## src/rtl/audio_seq_pkg.sv

```systemverilog
// audio_seq_pkg: shared types and note constants for the note sequencer
package audio_seq_pkg;

    typedef enum logic [1:0] {IDLE, PLAY, PAUSE} seq_state_t;

    typedef struct packed {
        logic        on;
        logic        tie;
        logic [15:0] freq;
    } seq_step_t;

    localparam logic [15:0] G4_FREQ  = 16'd4208;
    localparam logic [15:0] DD4_FREQ = 16'd3339;
    localparam logic [15:0] AD4_FREQ = 16'd5005;

endpackage

```

## src/rtl/seq_step_timer.sv

```systemverilog
// seq_step_timer: per-step cycle counter with gate window, frozen while held
module seq_step_timer #(
    parameter int STEP_CYCLES = 3125000,
    parameter int GATE_CYCLES = 2500000
) (
    input  logic clk_i,
    input  logic rstn_i,
    input  logic clear,
    input  logic hold,
    output logic step_end,
    output logic gate_open
);

    localparam int CW = $clog2(STEP_CYCLES);

    logic [CW-1:0] count;
    logic [CW-1:0] count_next;

    assign step_end   = count == CW'(STEP_CYCLES - 1);
    assign count_next = clear ? '0 : hold ? count : step_end ? '0 : count + 1'b1;
    // gate window is judged on the count the outputs will show next cycle
    assign gate_open  = count_next < CW'(GATE_CYCLES);

    // step-cycle counter register
    always_ff @(posedge clk_i) begin
        if (!rstn_i) count <= '0;
        else         count <= count_next;
    end

endmodule

```

## src/rtl/audio_note_sequencer.sv

```systemverilog
// audio_note_sequencer: step-table driven tempo sequencer for a bank of audio channels
module audio_note_sequencer
    import audio_seq_pkg::*;
#(
    parameter int CHANNELS    = 2,
    parameter int STEPS       = 16,
    parameter int FREQ_W      = 16,
    parameter int STEP_CYCLES = 3125000,
    parameter int GATE_CYCLES = 2500000,
    localparam int SW = $clog2(STEPS),
    localparam int CW = CHANNELS > 1 ? $clog2(CHANNELS) : 1
) (
    input  logic                       clk_i,
    input  logic                       rstn_i,
    input  logic                       wr_en_i,
    input  logic [SW-1:0]              wr_addr_i,
    input  logic [CW-1:0]              wr_ch_i,
    input  logic [FREQ_W+1:0]          wr_data_i,
    input  logic [SW-1:0]              len_i,
    input  logic                       loop_i,
    input  logic                       start_i,
    input  logic                       stop_i,
    input  logic                       pause_i,
    output logic [CHANNELS-1:0]        ch_en_o,
    output logic [CHANNELS*FREQ_W-1:0] ch_freq_o,
    output logic [SW-1:0]              step_o,
    output logic                       busy_o,
    output logic                       done_o
);

    localparam int EW = FREQ_W + 2;

    seq_state_t    state;
    seq_state_t    nstate;
    logic [SW-1:0] nstep;
    logic [SW-1:0] len;
    logic          finish;
    logic          wr_ok;
    logic          step_end;
    logic          gate_open;
    logic [EW-1:0] tbl   [STEPS][CHANNELS];
    logic [EW-1:0] entry [CHANNELS];

    assign wr_ok = wr_en_i && state == IDLE && int'(wr_ch_i) < CHANNELS;

    seq_step_timer #(
        .STEP_CYCLES(STEP_CYCLES),
        .GATE_CYCLES(GATE_CYCLES)
    ) timer (
        .clk_i    (clk_i),
        .rstn_i   (rstn_i),
        .clear    (start_i || stop_i || state == IDLE),
        .hold     (state == PAUSE),
        .step_end (step_end),
        .gate_open(gate_open)
    );

    // step table storage; contents survive reset
    always_ff @(posedge clk_i) begin
        if (wr_ok) tbl[wr_addr_i][wr_ch_i] <= wr_data_i;
    end

    // read the step about to play, forwarding a same-cycle write so start sees fresh data
    always_comb begin
        for (int c = 0; c < CHANNELS; c++)
            entry[c] = (wr_ok && wr_addr_i == nstep && int'(wr_ch_i) == c) ? wr_data_i : tbl[nstep][c];
    end

    // next state and step: stop beats start beats pause
    always_comb begin
        nstate = state;
        nstep  = step_o;
        finish = 1'b0;
        if (stop_i) begin
            nstate = IDLE;
            nstep  = '0;
        end else if (start_i) begin
            nstate = PLAY;
            nstep  = '0;
        end else if (state == PLAY) begin
            nstate = pause_i ? PAUSE : PLAY;
            if (step_end) begin
                if (step_o != len) begin
                    nstep = step_o + 1'b1;
                end else if (loop_i) begin
                    nstep = '0;
                end else begin
                    nstate = IDLE;
                    nstep  = '0;
                    finish = 1'b1;
                end
            end
        end else if (state == PAUSE) begin
            nstate = pause_i ? PAUSE : PLAY;
        end
    end

    // FSM state and registered outputs derived from the upcoming step and count
    always_ff @(posedge clk_i) begin
        if (!rstn_i) begin
            state     <= IDLE;
            step_o    <= '0;
            len       <= '0;
            ch_en_o   <= '0;
            ch_freq_o <= '0;
            busy_o    <= 1'b0;
            done_o    <= 1'b0;
        end else begin
            state  <= nstate;
            step_o <= nstep;
            busy_o <= nstate != IDLE;
            done_o <= finish;
            if (start_i && !stop_i) len <= len_i;
            for (int c = 0; c < CHANNELS; c++) begin
                ch_en_o[c] <= nstate == PLAY && entry[c][EW-1] && (entry[c][EW-2] || gate_open);
                if (nstate == PLAY && entry[c][EW-1]) ch_freq_o[c*FREQ_W +: FREQ_W] <= entry[c][FREQ_W-1:0];
            end
        end
    end

endmodule

```

## config.mk

```make
export PLATFORM = sky130hd
export DESIGN_NAME = audio_note_sequencer
export DESIGN_NICKNAME = d
export VERILOG_FILES = /design/src/rtl/audio_seq_pkg.sv /design/src/rtl/seq_step_timer.sv /design/src/rtl/audio_note_sequencer.sv
export SDC_FILE = /design/constraint.sdc
export NUM_CORES = 1
export LEC_CHECK = 0
export ABC_CLOCK_PERIOD_IN_PS = 9040
export BUFFER_PORTS_ARGS = -buffer_cell sky130_fd_sc_hd__clkbuf_2
export CAP_MARGIN = 30
export CORE_MARGIN = 5
export CORE_UTILIZATION = 60
export CTS_CLUSTER_SIZE = 10
export DETAILED_ROUTE_END_ITERATION = 6
export GPL_ROUTABILITY_DRIVEN = 1
export PLACE_DENSITY_LB_ADDON = 0.25
export SYNTH_ARGS = -nofsm -noshare
export SYNTH_HDL_FRONTEND = slang
export SYNTH_HIERARCHICAL = 1
export SYNTH_SLANG_ARGS = --single-unit
```

## constraint.sdc

```tcl
create_clock -name clk_i -period 9.04 [get_ports clk_i]
set_input_delay 0.452 -clock clk_i [delete_from_list [all_inputs] [get_ports clk_i]]
set_output_delay 0.452 -clock clk_i [all_outputs]
set_load 0.1 [all_outputs]
```

Word-level counts from Yosys, hierarchy flattened

Memories as Yosys holds them, arrays and structs flattened.
Index checks and enable logic that the tools add are counted.
W data, S select, Z words.

Word-level logic and storage cells: 67
Memories kept: 1
RAM bits: 576
Register bits: 68
Output and inout bits: 40
Input port bits: 34

Add/sub/neg operators: 2
Equality and inequality tests: 6
Reduce and logical (&&, ||, !) cells: 18
Multiplexer cells: 23
Order comparisons: 3
Bitwise gates (word level): 5

Memory list:

| name | words | width | rd ports | clocked after memory_dff | wr ports | RTL line                   | RTL |
|---|---|---|---|---|---|---|---|
| tbl  | 16    | 36    | 1        | 0                        | 1        | audio_note_sequencer.sv:41 | `logic [EW-1:0] tbl [STEPS][CHANNELS];` |

Operators with widths:

| kind                    | count |
|---|---|
| $mux W22                | 3 |
| $mux W18                | 3 |
| $mux W36                | 1 |
| $add A22 B1 Y22 const B | 1 |
| $eq A22 B22 Y1 const B  | 1 |
| $lt A22 B22 Y1 const B  | 1 |
| $mux W4                 | 5 |
| $demux W18 S1           | 1 |
| $mux W2                 | 8 |
| $logic_and A1 B1 Y1     | 10 |
| $reduce_or A6 Y1        | 1 |
| $add A4 B1 Y4 const B   | 1 |
| $eq A2 B1 Y1 const B    | 2 |
| $eq A4 B4 Y1            | 1 |
| $logic_or A1 B1 Y1      | 4 |
| $ne A4 B4 Y1            | 1 |
| $not A1 Y1              | 4 |
| $eq A2 B2 Y1 const B    | 1 |
| $ge A2 B2 Y1 const B    | 1 |
| $logic_not A2 Y1        | 1 |
| $lt A2 B1 Y1 const B    | 1 |
| $mux W1                 | 2 |
| $not A1 Y2              | 1 |
| $reduce_bool A2 Y1      | 1 |
| $logic_not A1 Y1        | 1 |

Logic depth before layout (Yosys ltp)

Word-level depth: 12
Gate-level depth with buffers: 18

Cells and area by module

Netlist, hierarchy kept.

By module, submodules not included:

| module               | instances | cells an instance | area each (µm²) |
|---|---|---|---|
| audio_note_sequencer | 1         | 1941              | 25739.7 |
| seq_step_timer       | 1         | 167               | 1432.6 |

Worst setup path before layout

No wires, ideal clock.

Path type: flip-flop to flip-flop
Start point: register timer.count[17]
End point: register ch_freq_o[0]
Period minus slack after synthesis: 3687 ps
Setup slack: 5353 ps
Data arrival time: 3571 ps
Cell stages (with the launch flop): 17
Cell sequence: dfxtp_1 > buf_2 > nand4_1 > or4_1 > nor4_2 > nand3b_1 > buf_6 > buf_8 > mux2_4 > a22oi_1 > nand4_1 > and3_1 > nor4_2 > nor2b_1 > o21a_2 > buf_6 > o211a_1

Cells in the longest elaborated chain, start to end: 10

Ends and longest elaborated chain:

| element                                                 | RTL line                    | RTL |
|---|---|---|
| start: declaration                                      | seq_step_timer.sv:16        | `logic [CW-1:0] count;` |
| start signal: assignment                                | seq_step_timer.sv:27        | `else count <= count_next;` |
| $eq A22 B22 Y1 (*)                                      | seq_step_timer.sv:19        | `assign step_end = count == CW'(STEP_CYCLES - 1);` |
| via step_end                                            | audio_note_sequencer.sv:39  | `logic step_end;` |
| branches (longest 9 deep; another with $mem_v2 Z16 W36) | --                          |  |
| end signal: indexed assignment                          | audio_note_sequencer.sv:116 | `if (nstate == PLAY && entry[c][EW-1]) ch_freq_o[c*FREQ_W +: FREQ_W] <= entry[c][FREQ_W-1:0];` |
| end: declaration                                        | audio_note_sequencer.sv:25  | `output logic [CHANNELS*FREQ_W-1:0] ch_freq_o,` |

Mark *: on every way through the listed nets, which the timed path passes.
A chain may end at the register's enable or synchronous reset.

Worst setup path after layout

Start point: register timer.count[19]
End point: register ch_freq_o[19]

Same word-level chain as after synthesis.

==> flow_metrics.env <==
export IMPL_clk_latency_ns=0.61
export IMPL_multi_input_area_um2=7910
export IMPL_core_rowCount=78
export IMPL_async_reset_ff_share_pct=0
export IMPL_io_pins=74
export IMPL_fp_dieH_um=223
export IMPL_critPathSlowestCell="and3b_1"
export IMPL_drtAntennaViolNets=0
export IMPL_numCtsBuffers=74
export IMPL_synth_simple_gate_area_share_pct=14.5
export IMPL_root_buffer="clkbuf_16"
export IMPL_cp_buffers_inverters=1
export IMPL_status="finished clean"
export IMPL_drt_vias_per_instance=6.61
export IMPL_seq_area_frac_synth_pct=68.7
export IMPL_ys_warnings_count=6
export IMPL_register_area_um2=18700
export IMPL_routedWlPerCell_um=26.3
export IMPL_synth_area_um2=27200
export IMPL_place_gp_congestion=0.964
export IMPL_holdWs_ns=0.0926
export IMPL_start_util_pct=60.3
export IMPL_wirelength_mm=74.3
export IMPL_grt_pass1_wl_mm=112
export IMPL_cts_max_level=3
export IMPL_cts_resized=0
export IMPL_ys_flop_type="edfxtp_1"
export IMPL_rrSetupSlack_ns=3.02
export IMPL_vias=18660
export IMPL_peakVddDrop_uv=153
export IMPL_drive_gt1_share_pct=13.5
export IMPL_synth_top_family_by_area="simple AND/OR/NAND/NOR gates"
export IMPL_hold_violations=0
export IMPL_hold_class="input port to register"
export IMPL_synth_compound_area_share_pct=11.2
export IMPL_postLayoutCoreUtil_pct=67.4
export IMPL_final_net_count=2198
export IMPL_grt_max_degree=120
export IMPL_fmax_mhz=166
export IMPL_synth_distinct_cells=93
export IMPL_cts_hold_repair_buffers=0
export IMPL_grt_use_total_pct=29.5
export IMPL_layout_commonest_cell="edfxtp_1"
export IMPL_power_frac_comb_pct=3.3
export IMPL_powerDensity_nw_per_um2=205
export IMPL_p_int_mw=4.92
export IMPL_final_min_clock_period_ns=6.02
export IMPL_core_area_um2=45100
export IMPL_setup_viol=0
export IMPL_synthAdderAreaFrac_pct=0.0921
export IMPL_cp_start_kind="register"
export IMPL_worstPathMaxFanout=76
export IMPL_fin_skew_ns=0.0241
export IMPL_portBuffers=73
export IMPL_hpwl_mm=41.2
export IMPL_muxShareOfSynthArea_pct=1.70
export IMPL_relSlewSlack_pct=17.7
export IMPL_worst_slew_pin_slew_ns=1.23
export IMPL_slew_violations=0
export IMPL_cp_required_ns=9.45
export IMPL_grt_pass1_vias=18021
export IMPL_dr_pass1_iters=6
export IMPL_cts_clk_slew_worst_paths_ns=0.05
export IMPL_endpoint_kind="register"
export IMPL_rsz0062_at_grt="no"
export IMPL_crit_type="register to register"
export IMPL_drc=0
export IMPL_worstPathArrival_ns=6.43
export IMPL_synth_area_per_cell_um2=12.9
export IMPL_final_cell_mix="576 x edfxtp_1, 247 x nand2_1, 164 x nor2_1"
export IMPL_synth_edf_count=576
export IMPL_cts_post_setup_buffers_inserted=0
export IMPL_synth_fp_nets=2144
export IMPL_cp_cell_sequence="nand4_1 -> or4_1 -> nor4_2 -> and3b_1 -> and3_1 -> a32o_4 -> buf_4 -> o211a_1 -> a31oi_1 -> a221oi_2 -> a21boi_1 -> o21ai_2 -> a21boi_0"
export IMPL_clockBufferDepth=3
export IMPL_syn2layout_area_growth_pct=11.9
export IMPL_place_ws_ns=3.11
export IMPL_finalSetupTns_ns=0
export IMPL_fill_cells=3126
export IMPL_switching_share_pct=20.9
export IMPL_cts_sinks=644
export IMPL_power_switching_mw=1.30
export IMPL_syn_inst=2108
export IMPL_fin_crit_sh_pct=66.6
export IMPL_power_share_sequential_pct=52.8
export IMPL_layoutNonFillerInstCount=2825
export IMPL_dieArea_um2=49600
export IMPL_crit_family="simple AND/OR/NAND/NOR gates"
export IMPL_fin_ws_ns=3.02
export IMPL_p_leak_nw=10.1
export IMPL_max_stage_delay_ns=0.77
export IMPL_grt_overflow_total=0
export IMPL_clkPwrFrac_pct=43.9
export IMPL_drtIter0Drc=2872
export IMPL_antenna_found_initial=9
export IMPL_place_inst=2683
export IMPL_die_x_um=223
export IMPL_drv_cap=0
export IMPL_cts_tree="yes"
export IMPL_synth_seq_cells=644
export IMPL_synth_xor_area_share_pct=1.05
## path summary, 6_finish.rpt
| check | startpoint | endpoint | cells past startpoint |
|---|---|---|---|
| setup / recovery | timer/count[19] | ch_freq_o[19] | 13 |
| hold / removal | stop_i | state[0] | 2 |
| hold reg to reg | ch_freq_o[31] | ch_freq_o[31] | 2 |
| setup reg to reg | timer/count[19] | ch_freq_o[19] | 13 |
## power by group through the flow
stage | Combinational, mW | Clock [mW] | Sequential, mW
after detailed placement | 0.203 | 0 | 3.34
after global placement | 0.198 | 0 | 3.34
final | 0.208 | 2.73 | 3.28
after CTS | 0.204 | 2.76 | 3.28
after global routing | 0.218 | 2.90 | 3.28
after floorplan | 0.0589 | 0 | 3.39
## registers in the layout (all words and copies together), names as in the netlist
name and flops:
step_o 4, ch_en_o 2, tbl 576, timer/count 22, state 2, len 4
ch_freq_o 32, done_o 1, busy_o 1
## kinds of logic (layout without fill, tap and decap cells)
logic type / after synthesis / in the layout
AND/OR/NAND/NOR: 810 / 810
flip-flops: 644 / 644
AO/OA/AOI/OAI: 417 / 417
buffers and inverters: 161 / 275
multiplexers: 45 / 45
XOR/XNOR: 29 / 29
adder cells (fa/ha/maj): 2 / 2
other: 0 / 3
## layer usage
metal | vias to the layer above | global-route usage (%) | share of wire, %
met1 | 9164 | 42.0 | 39
met4 | 12 | 11.1 | 3.4
met2 | 1178 | 44.8 | 46
met5 | - | 0 | 0.078
li1 | 8111 | - | -
met3 | 195 | 7.13 | 12
## cell usage after synthesis (16+ instances only)
cell type / instances / area share, %
nand3_1: 57 / 1.0
o21ai_0: 87 / 1.6
nand2_1: 247 / 3.4
edfxtp_1: 576 / 64
dfxtp_1: 68 / 5.0
and2_1: 23 / 0.53
o31a_1: 17 / 0.55
and4_1: 17 / 0.55
buf_2: 38 / 0.70
buf_1: 20 / 0.28
or3_1: 70 / 1.6
o211a_1: 17 / 0.63
mux2i_1: 39 / 1.4
a221oi_1: 20 / 0.64
nor2_1: 193 / 2.7
clkbuf_1: 75 / 1.0
a31oi_1: 39 / 0.90
o211ai_1: 51 / 1.4
o31ai_1: 16 / 0.44
a21oi_1: 45 / 0.83
nor3_1: 132 / 2.4
## layout make-up
cell class                 count  area share (%)
antenna                        3          0.0247
clock buffer                 134            7.18
clock inverter                 2          0.0411
inverter                       8          0.0988
multi-input combinational   1303            26.0
sequential                   644            61.4
tap                          600            2.47
timing repair buffer         131            2.81
## per-stage QoR
step | area, µm² | power, mW
3_5_place_dp | 28200 | 3.55
5_1_grt | 30400 | 6.40
3_3_place_gp | 28100 | 3.54
2_1_floorplan | 27200 | 3.45
4_1_cts | 30400 | 6.24
6_report | 30400 | 6.22
Note: power is estimated with default switching activity, not from simulation.
